**src/rtl/guess_game_pkg.sv**
```systemverilog
// Shared encodings and helpers for the switch-guessing game controller:
// FSM state codes, dot-matrix picture codes and the per-level target mask.
package guess_game_pkg;

   typedef logic [2:0] state_t;

   localparam state_t ST_IDLE  = 3'd0;
   localparam state_t ST_GREET = 3'd1;
   localparam state_t ST_REQ   = 3'd2;
   localparam state_t ST_PLAY  = 3'd3;
   localparam state_t ST_JUDGE = 3'd4;
   localparam state_t ST_WIN   = 3'd5;
   localparam state_t ST_LOSE  = 3'd6;

   localparam logic [2:0] DZ_BLANK = 3'd0;
   localparam logic [2:0] DZ_GREET = 3'd1;
   localparam logic [2:0] DZ_PLAY  = 3'd2;
   localparam logic [2:0] DZ_WRONG = 3'd3;
   localparam logic [2:0] DZ_WIN   = 3'd4;
   localparam logic [2:0] DZ_LOSE  = 3'd5;

   // Level k keeps the low BASE_W+k-1 bits of the target and the guess.
   function automatic logic [31:0] levelMask(input int baseW, input logic [2:0] lvl);
      int width;
      width = baseW + int'(lvl) - 1;
      if (width >= 32) return '1;
      return (32'd1 << width) - 32'd1;
   endfunction

   function automatic logic [2:0] stateDz(input state_t st);
      case (st)
         ST_GREET: return DZ_GREET;
         ST_REQ:   return DZ_PLAY;
         ST_PLAY:  return DZ_PLAY;
         ST_JUDGE: return DZ_PLAY;
         ST_WIN:   return DZ_WIN;
         ST_LOSE:  return DZ_LOSE;
         default:  return DZ_BLANK;
      endcase
   endfunction

endpackage

```
**src/rtl/guess_game_ctrl_if.sv**
```systemverilog
// Board-side bundle of the game controller: switches, buttons, random handshake
// and the registered display outputs. The controller uses the slave view.
interface guess_game_ctrl_if #(
   parameter int GW = 7
);
   logic          i_en;
   logic          i_restart;
   logic          i_submit;
   logic [GW-1:0] i_guess;
   logic          i_tick;
   logic          o_rand_req;
   logic          i_rand_vld;
   logic [GW-1:0] i_rand_val;
   logic [GW-1:0] o_target_led;
   logic [2:0]    o_level;
   logic [3:0]    o_time_left;
   logic [2:0]    o_tries_left;
   logic [2:0]    o_dz_code;
   logic          o_beep_req;
   logic          o_win;
   logic          o_lose;

   modport master (
      output i_en, i_restart, i_submit, i_guess, i_tick, i_rand_vld, i_rand_val,
      input  o_rand_req, o_target_led, o_level, o_time_left, o_tries_left,
             o_dz_code, o_beep_req, o_win, o_lose
   );

   modport slave (
      input  i_en, i_restart, i_submit, i_guess, i_tick, i_rand_vld, i_rand_val,
      output o_rand_req, o_target_led, o_level, o_time_left, o_tries_left,
             o_dz_code, o_beep_req, o_win, o_lose
   );
endinterface

```
**src/rtl/guess_game_ctrl_countdown.sv**
```systemverilog
// Per-level countdown and remaining-tries counters; both saturate at zero.
// o_time_zero flags the tick that takes time_left from 1 to 0.
module game_countdown #(
   parameter int TIME_SEC  = 9,
   parameter int MAX_TRIES = 3
) (
   input  logic       clk,
   input  logic       rst_n,
   input  logic       i_clear,
   input  logic       i_load,
   input  logic       i_tick,
   input  logic       i_dec_try,
   output logic [3:0] o_time_left,
   output logic [2:0] o_tries_left,
   output logic       o_time_zero,
   output logic       o_tries_last
);
   localparam logic [3:0] TIME_INIT  = 4'(TIME_SEC);
   localparam logic [2:0] TRIES_INIT = 3'(MAX_TRIES);
   localparam bit         TIMEOUT_ON = (TIME_SEC != 0);

   logic [3:0] r_time;
   logic [2:0] r_tries;

   always_ff @(posedge clk or negedge rst_n) begin
      if (!rst_n) begin
         r_time  <= '0;
         r_tries <= '0;
      end else if (i_clear) begin
         r_time  <= '0;
         r_tries <= '0;
      end else if (i_load) begin
         r_time  <= TIME_INIT;
         r_tries <= TRIES_INIT;
      end else begin
         if (i_tick && TIMEOUT_ON && (r_time != 4'd0)) r_time <= r_time - 4'd1;
         if (i_dec_try && (r_tries != 3'd0)) r_tries <= r_tries - 3'd1;
      end
   end

   assign o_time_left  = r_time;
   assign o_tries_left = r_tries;
   assign o_time_zero  = i_tick && TIMEOUT_ON && (r_time == 4'd1);
   assign o_tries_last = (r_tries == 3'd1);

endmodule

```
**src/rtl/guess_game_ctrl.sv**
```systemverilog
// Level-based switch-guessing game controller. All board outputs are registered
// from the next-state decision so they line up with the state they describe.
module guess_game_ctrl
   import guess_game_pkg::*;
#(
   parameter int LEVELS    = 3,
   parameter int BASE_W    = 5,
   parameter int TIME_SEC  = 9,
   parameter int MAX_TRIES = 3
) (
   input  logic             clk,
   input  logic             rst_n,
   guess_game_ctrl_if.slave bus
);
   localparam int GW = BASE_W + LEVELS - 1;

   state_t        r_state, w_next;
   logic [2:0]    r_level, w_levelNext;
   logic [GW-1:0] r_target, w_targetNext, w_mask;
   logic [GW-1:0] r_targetLed;
   logic [2:0]    r_dzCode;
   logic          r_randReq, r_beepReq, r_win, r_lose;
   logic          w_load, w_decTry, w_beep, w_wrong, w_tickPlay, w_match;
   logic          w_timeZero, w_triesLast;

   assign w_mask       = GW'(levelMask(BASE_W, r_level));
   assign w_match      = ((bus.i_guess & w_mask) == r_target);
   assign w_targetNext = w_load ? (bus.i_rand_val & w_mask) : r_target;
   // A submit or restart in the same cycle pre-empts the tick entirely.
   assign w_tickPlay   = bus.i_en && bus.i_tick && (r_state == ST_PLAY)
                         && !bus.i_restart && !bus.i_submit;

   game_countdown #(
      .TIME_SEC  (TIME_SEC),
      .MAX_TRIES (MAX_TRIES)
   ) u_countdown (
      .clk          (clk),
      .rst_n        (rst_n),
      .i_clear      (!bus.i_en),
      .i_load       (w_load),
      .i_tick       (w_tickPlay),
      .i_dec_try    (w_decTry),
      .o_time_left  (bus.o_time_left),
      .o_tries_left (bus.o_tries_left),
      .o_time_zero  (w_timeZero),
      .o_tries_last (w_triesLast)
   );

   always_comb begin
      w_next      = r_state;
      w_levelNext = r_level;
      w_load      = 1'b0;
      w_decTry    = 1'b0;
      w_beep      = 1'b0;
      w_wrong     = 1'b0;
      case (r_state)
         ST_IDLE:  w_next = ST_GREET;
         ST_GREET: if (bus.i_restart) begin w_next = ST_REQ; w_levelNext = 3'd1; end
         ST_REQ:   if (bus.i_rand_vld) begin w_next = ST_PLAY; w_load = 1'b1; end
         ST_PLAY: begin
            if (bus.i_restart) begin
               w_next      = ST_REQ;
               w_levelNext = 3'd1;
            end else if (bus.i_submit) begin
               w_next = ST_JUDGE;
            end else if (w_timeZero) begin
               w_next = ST_LOSE;
               w_beep = 1'b1;
            end
         end
         ST_JUDGE: begin
            if (w_match) begin
               if (r_level == 3'(LEVELS)) begin
                  w_next = ST_WIN;
               end else begin
                  w_next      = ST_REQ;
                  w_levelNext = r_level + 3'd1;
               end
            end else begin
               w_decTry = 1'b1;
               w_beep   = 1'b1;
               w_wrong  = 1'b1;
               w_next   = w_triesLast ? ST_LOSE : ST_PLAY;
            end
         end
         ST_WIN, ST_LOSE: if (bus.i_restart) begin w_next = ST_REQ; w_levelNext = 3'd1; end
         default:  w_next = ST_IDLE;
      endcase
      // The enable switch overrides every other event.
      if (!bus.i_en) begin
         w_next      = ST_IDLE;
         w_levelNext = 3'd0;
         w_load      = 1'b0;
         w_decTry    = 1'b0;
         w_beep      = 1'b0;
         w_wrong     = 1'b0;
      end
   end

   always_ff @(posedge clk or negedge rst_n) begin
      if (!rst_n) begin
         r_state     <= ST_IDLE;
         r_level     <= '0;
         r_target    <= '0;
         r_targetLed <= '0;
         r_dzCode    <= DZ_BLANK;
         r_randReq   <= 1'b0;
         r_beepReq   <= 1'b0;
         r_win       <= 1'b0;
         r_lose      <= 1'b0;
      end else begin
         r_state     <= w_next;
         r_level     <= w_levelNext;
         r_target    <= bus.i_en ? w_targetNext : '0;
         r_targetLed <= (w_next == ST_PLAY) ? w_targetNext : '0;
         r_dzCode    <= (w_wrong && (w_next == ST_PLAY)) ? DZ_WRONG : stateDz(w_next);
         r_randReq   <= (w_next == ST_REQ);
         r_beepReq   <= w_beep;
         r_win       <= (w_next == ST_WIN);
         r_lose      <= (w_next == ST_LOSE);
      end
   end

   assign bus.o_level      = r_level;
   assign bus.o_target_led = r_targetLed;
   assign bus.o_dz_code    = r_dzCode;
   assign bus.o_rand_req   = r_randReq;
   assign bus.o_beep_req   = r_beepReq;
   assign bus.o_win        = r_win;
   assign bus.o_lose       = r_lose;

endmodule

```
**src/flat_wrapper.sv**
```systemverilog
// flat-port wrapper written by rule: the top's interface ports become plain ports
module guess_game_ctrl_flat import guess_game_pkg::*;
#(
   parameter int LEVELS    = 3,
   parameter int BASE_W    = 5,
   parameter int TIME_SEC  = 9,
   parameter int MAX_TRIES = 3
)
  (clk, rst_n, bus_i_en, bus_i_restart, bus_i_submit, bus_i_guess, bus_i_tick, bus_i_rand_vld, bus_i_rand_val, bus_o_rand_req, bus_o_target_led, bus_o_level, bus_o_time_left, bus_o_tries_left, bus_o_dz_code, bus_o_beep_req, bus_o_win, bus_o_lose);
  guess_game_ctrl_if bus_i ();
  input  logic clk;
  input  logic rst_n;
  input wire logic [$bits(bus_i.i_en)-1:0] bus_i_en;
  input wire logic [$bits(bus_i.i_restart)-1:0] bus_i_restart;
  input wire logic [$bits(bus_i.i_submit)-1:0] bus_i_submit;
  input wire logic [$bits(bus_i.i_guess)-1:0] bus_i_guess;
  input wire logic [$bits(bus_i.i_tick)-1:0] bus_i_tick;
  input wire logic [$bits(bus_i.i_rand_vld)-1:0] bus_i_rand_vld;
  input wire logic [$bits(bus_i.i_rand_val)-1:0] bus_i_rand_val;
  output wire logic [$bits(bus_i.o_rand_req)-1:0] bus_o_rand_req;
  output wire logic [$bits(bus_i.o_target_led)-1:0] bus_o_target_led;
  output wire logic [$bits(bus_i.o_level)-1:0] bus_o_level;
  output wire logic [$bits(bus_i.o_time_left)-1:0] bus_o_time_left;
  output wire logic [$bits(bus_i.o_tries_left)-1:0] bus_o_tries_left;
  output wire logic [$bits(bus_i.o_dz_code)-1:0] bus_o_dz_code;
  output wire logic [$bits(bus_i.o_beep_req)-1:0] bus_o_beep_req;
  output wire logic [$bits(bus_i.o_win)-1:0] bus_o_win;
  output wire logic [$bits(bus_i.o_lose)-1:0] bus_o_lose;
  assign bus_i.i_en = bus_i_en;
  assign bus_i.i_restart = bus_i_restart;
  assign bus_i.i_submit = bus_i_submit;
  assign bus_i.i_guess = bus_i_guess;
  assign bus_i.i_tick = bus_i_tick;
  assign bus_i.i_rand_vld = bus_i_rand_vld;
  assign bus_i.i_rand_val = bus_i_rand_val;
  assign bus_o_rand_req = bus_i.o_rand_req;
  assign bus_o_target_led = bus_i.o_target_led;
  assign bus_o_level = bus_i.o_level;
  assign bus_o_time_left = bus_i.o_time_left;
  assign bus_o_tries_left = bus_i.o_tries_left;
  assign bus_o_dz_code = bus_i.o_dz_code;
  assign bus_o_beep_req = bus_i.o_beep_req;
  assign bus_o_win = bus_i.o_win;
  assign bus_o_lose = bus_i.o_lose;
  guess_game_ctrl #(.LEVELS(LEVELS), .BASE_W(BASE_W), .TIME_SEC(TIME_SEC), .MAX_TRIES(MAX_TRIES)) u_core (.clk(clk), .rst_n(rst_n), .bus(bus_i));
endmodule
```
**config.mk**
```make
export PLATFORM = sky130hd
export DESIGN_NAME = guess_game_ctrl_flat
export DESIGN_NICKNAME = d
export VERILOG_FILES = /design/src/rtl/guess_game_pkg.sv /design/src/rtl/guess_game_ctrl_if.sv /design/src/rtl/guess_game_ctrl_countdown.sv /design/src/rtl/guess_game_ctrl.sv /design/src/flat_wrapper.sv
export SDC_FILE = /design/constraint.sdc
export NUM_CORES = 1
export LEC_CHECK = 0
export ABC_AREA = 0
export BUFFER_PORTS_ARGS = -buffer_cell sky130_fd_sc_hd__buf_2
export CAP_MARGIN = 0
export CORE_MARGIN = 3
export CORE_UTILIZATION = 50
export DETAILED_ROUTE_END_ITERATION = 16
export PLACE_DENSITY = 0.81
export SLEW_MARGIN = 20
export SYNTH_ARGS = -nofsm -noshare
export SYNTH_HDL_FRONTEND = slang
export SYNTH_SLANG_ARGS = --single-unit
```
**constraint.sdc**
```tcl
create_clock -name clk -period 4.3 [get_ports clk]
set_input_delay 0.43 -clock clk [delete_from_list [all_inputs] [get_ports clk]]
set_output_delay 0.43 -clock clk [all_outputs]
set_load 0.01 [all_outputs]
```
==> summary.txt <==
Run status
  – Status: finished, final reports clean

Global route
  – GRT Total Usage: between 20% and 30%
  – Initial antenna violation count: 0
  – Vias in the first global route: approximately 2000
  – Largest net degree at the start of global routing: 35
  – First-pass GRT wire length: about 9400 um
  – Grt ovf: 0

Worst setup path
  – Critical Path RT: between 4 and 5 ns
  – Slowest CP cell: a2111oi_2
  – Worst setup EP type: register
  – Worst path cell trace: ha_2 > ha_4 > nor2_1 > ha_1 > nand3_2 > ha_4 > nor3b_1 > mux2_2 > nor2_1 > a211o_1 > o211ai_1 > nor4_4 > buf_6 > a2111oi_2 > mux2i_1 > o21a_1
  – CP max FO: 9
  – Data arrival, critical path: about 4.2 ns
  – Critical path's top delay family: compound AO/OA/AOI/OAI gates
  – Max incr delay on CP: about 0.52 ns
  – CP startpoint kind: register
  – Crit Path Class: reg -> reg
  – Buf+Inv Stages, Crit Path: 1

Timing
  – Setup TNS: 0 ns
  – Worst setup margin: a little over 0.3 ns
  – Peak Freq: approximately 0.25 GHz
  – Slew @ Worst Pin: roughly 1.1 ns
  – Unrepaired setup endpoints after global routing: false
  – Clock Skew: between 0.007 and 0.008 ns
  – Final count of hold timing violations: 0
  – Period utilization: between 90% and 100%
  – Slew HR: ~28%
  – Slew Limit Fails: 0
  – Tmin final: between 3 and 4 ns
  – Final setup vio count: 0

Clock tree
  – Root Buffer Master: clkbuf_8
  – Clock transition at path regs: ~0.070 ns
  – Cts-stage hold buffer count: 0
  – H-tree lvl count: 2
  – CTS Buf Count: 5
  – CTS Buffer Depth: 2
  – Worst-Skew Late Latency: 0.29 ns
  – Clock Sinks: 34
  – TritonCTS clock tree: built

Pwr
  – Leak: between 1 and 1.5 nW
  – Peak supply drop: approximately 210 uV
  – Power Density: 282 nW/um^2

Drt
  – Drt pass-1 iters: 5
  – Antenna Nets Post-Route: 0
  – Routed wire length: slightly below 6000 um
  – DRC: 0
  – Vias per inst: between 6 and 7
  – Via count: 2275
  – 1st-iter DRT viols: about 210
  – Routed wire length per instance: between 15 and 20 um

Synth
  – Count of different cell masters after synthesis: 47
  – Synth area leader: dfrtp_1
  – Cell area after synthesis: approximately 2400 um^2
  – Number of synthesized flops with an enable pin: 0
  – Top_reg_cell synth: dfrtp_1
  – Mapped Cells: 273
  – Top cell type's share of synthesized area: between 30% and 40%
  – Sequential fraction of the synthesis area: between 30 and 40%
  – Post-synth net total: just over 300
  – Syn avg cell area: ~8.6 um^2
  – Synth warn: 0
  – FFs w/ async S/R, synth: 100%
  – Synth top area cells: dfrtp_1, ha_1, nor2_1, a21oi_1, nand2_1
  – #FFs+latches synth: 34

Cells and area
  – Area grow syn2layout: 22.1%
  – Fillers: ~380
  – Final #Nets: 358
  – Commonest non-fill, non-tap cell in the layout: buf_2
  – Most frequent cells in the layout: buf_2, dfrtp_1, nor2_1, nand2_1, inv_1
  – Number of diodes: 0
  – Share of layout cells above drive strength 1: roughly a quarter

Floorplanning
  – Starting Density: about 53%
  – Die width: 74.6 um
  – Total die area: 5570 um^2
  – Top-Level Pins: 45
  – Core Area: around 4400 um^2
  – Die Y: 74.6 um
  – Row count: 24

Place
  – Placed wire-length estimate: between 4000 and 5000 um
  – Placement Setup Slack: 0.00370 ns
  – Routability cong.: 0.926
  – Port-buffer cells: 44

Hold path
  – Hold WC Path Type: in -> async

Run
  – Max-cap viol count: 0
[per-layer routing]
| metal | up-vias | track usage, % | wire, um |
|---|---|---|---|
| met5 | - | 0 | 0 |
| met4 | 0 | 5.93 | 68 |
| met2 | 117 | 35.0 | 2770 |
| met3 | 14 | 4.32 | 478 |
| li1 | 1074 | - | - |
| met1 | 1070 | 30.3 | 2610 |
[stage by stage]
stage	utilization [%]	cell area, um^2	instances	hold slack, ns	power, W
global placement	60.2	2680	369	0.520	0.000456
finish	64.7	2870	378	0.208	0.000811
detailed placement	60.2	2680	369	0.527	0.000458
global route	64.7	2870	378	0.251	0.000841
floorplan	-	2370	273	0.134	0.000416
CTS	63.3	2810	377	0.216	0.000809
[cell families after synthesis]
family                     after synthesis  synth area share, %
buffers and inverters                   29                 4.63
xor gates and xnor gates                10                 4.04
muxes                                   12                 5.32
DFF                                     34                 36.2
adders and majority gates               12                 6.38
and+or+nand+nor                        107                 23.5
AOI/OAI and AO/OA                       69                 20.0
[cells in the mapped netlist, types with 4 or more instances]
cell,number
nor2b_1,8
o211ai_1,4
xnor2_1,5
o21a_1,4
clkbuf_1,7
ha_1,12
mux2i_1,8
nor3_1,9
o22ai_1,4
o21ai_0,8
and3_1,5
a21oi_1,19
xor2_1,4
a211oi_1,7
inv_1,21
nand2_1,24
mux2_2,4
nand2b_1,7
nand3_1,10
nor2_1,27
dfrtp_1,34
[sequential cells by signal, indices dropped and copies added, names as in the netlist]
signal,count
u_core.bus.o_target_led,7
u_core.r_target,7
u_core.u_countdown.o_time_left,4
u_core.bus.o_dz_code,3
u_core.bus.o_level,3
u_core.r_state,3
u_core.u_countdown.o_tries_left,3
u_core.bus.o_beep_req,1
u_core.bus.o_lose,1
u_core.bus.o_rand_req,1
u_core.bus.o_win,1
[cell type report]
class,instances,area [um^2],share of cell area (%)
Inverter,22,82.6,2.87
Tap cell,52,65.1,2.26
Multi-Input combinational cell,210,1450,50.5
Clock buffer,5,68.8,2.39
Timing Repair Buffer,52,284,9.88
Clock inverter,3,68.8,2.39
Sequential cell,34,853,29.7
[final timing paths]
check	start	to	slack [ns]	depth (start not counted)
max in group asynchronous	rst_n	u_core.bus.o_level[1]	3.57	1
min in group clk	bus_i_rand_val[1]	u_core.r_target[1]	0.41	3
setup / recovery	u_core.bus.o_level[1]	u_core.u_countdown.o_tries_left[1]	0.31	16
hold / removal	rst_n	u_core.r_target[5]	0.21	1
hold reg to reg	u_core.bus.o_level[0]	u_core.bus.o_level[0]	0.54	1
setup reg to reg	u_core.bus.o_level[1]	u_core.u_countdown.o_tries_left[1]	0.31	16
[worst register-to-register path: cells and delay by family (launching register included)]
family	cells	cell delay [ns]
adder cells (fa/ha/maj)	4	1.16
buffers and inverters	1	0.15
AND/OR/NAND/NOR	5	0.49
flip-flops	1	0.45
AO/OA/AOI/OAI	4	1.23
multiplexers	2	0.39
[power breakdown]
part           internal, W  switching, W  total [W]
combinational    0.0000491     0.0000720   0.000121
sequential        0.000328    0.00000900   0.000337
clock             0.000232      0.000121   0.000353
[repair_timing]
action                                  4_1_cts  5_1_grt
resized for setup                             0       10
buffers inserted                              0        1
endpoints found under the setup margin        0       22
Power figures use the tool's default switching activity.
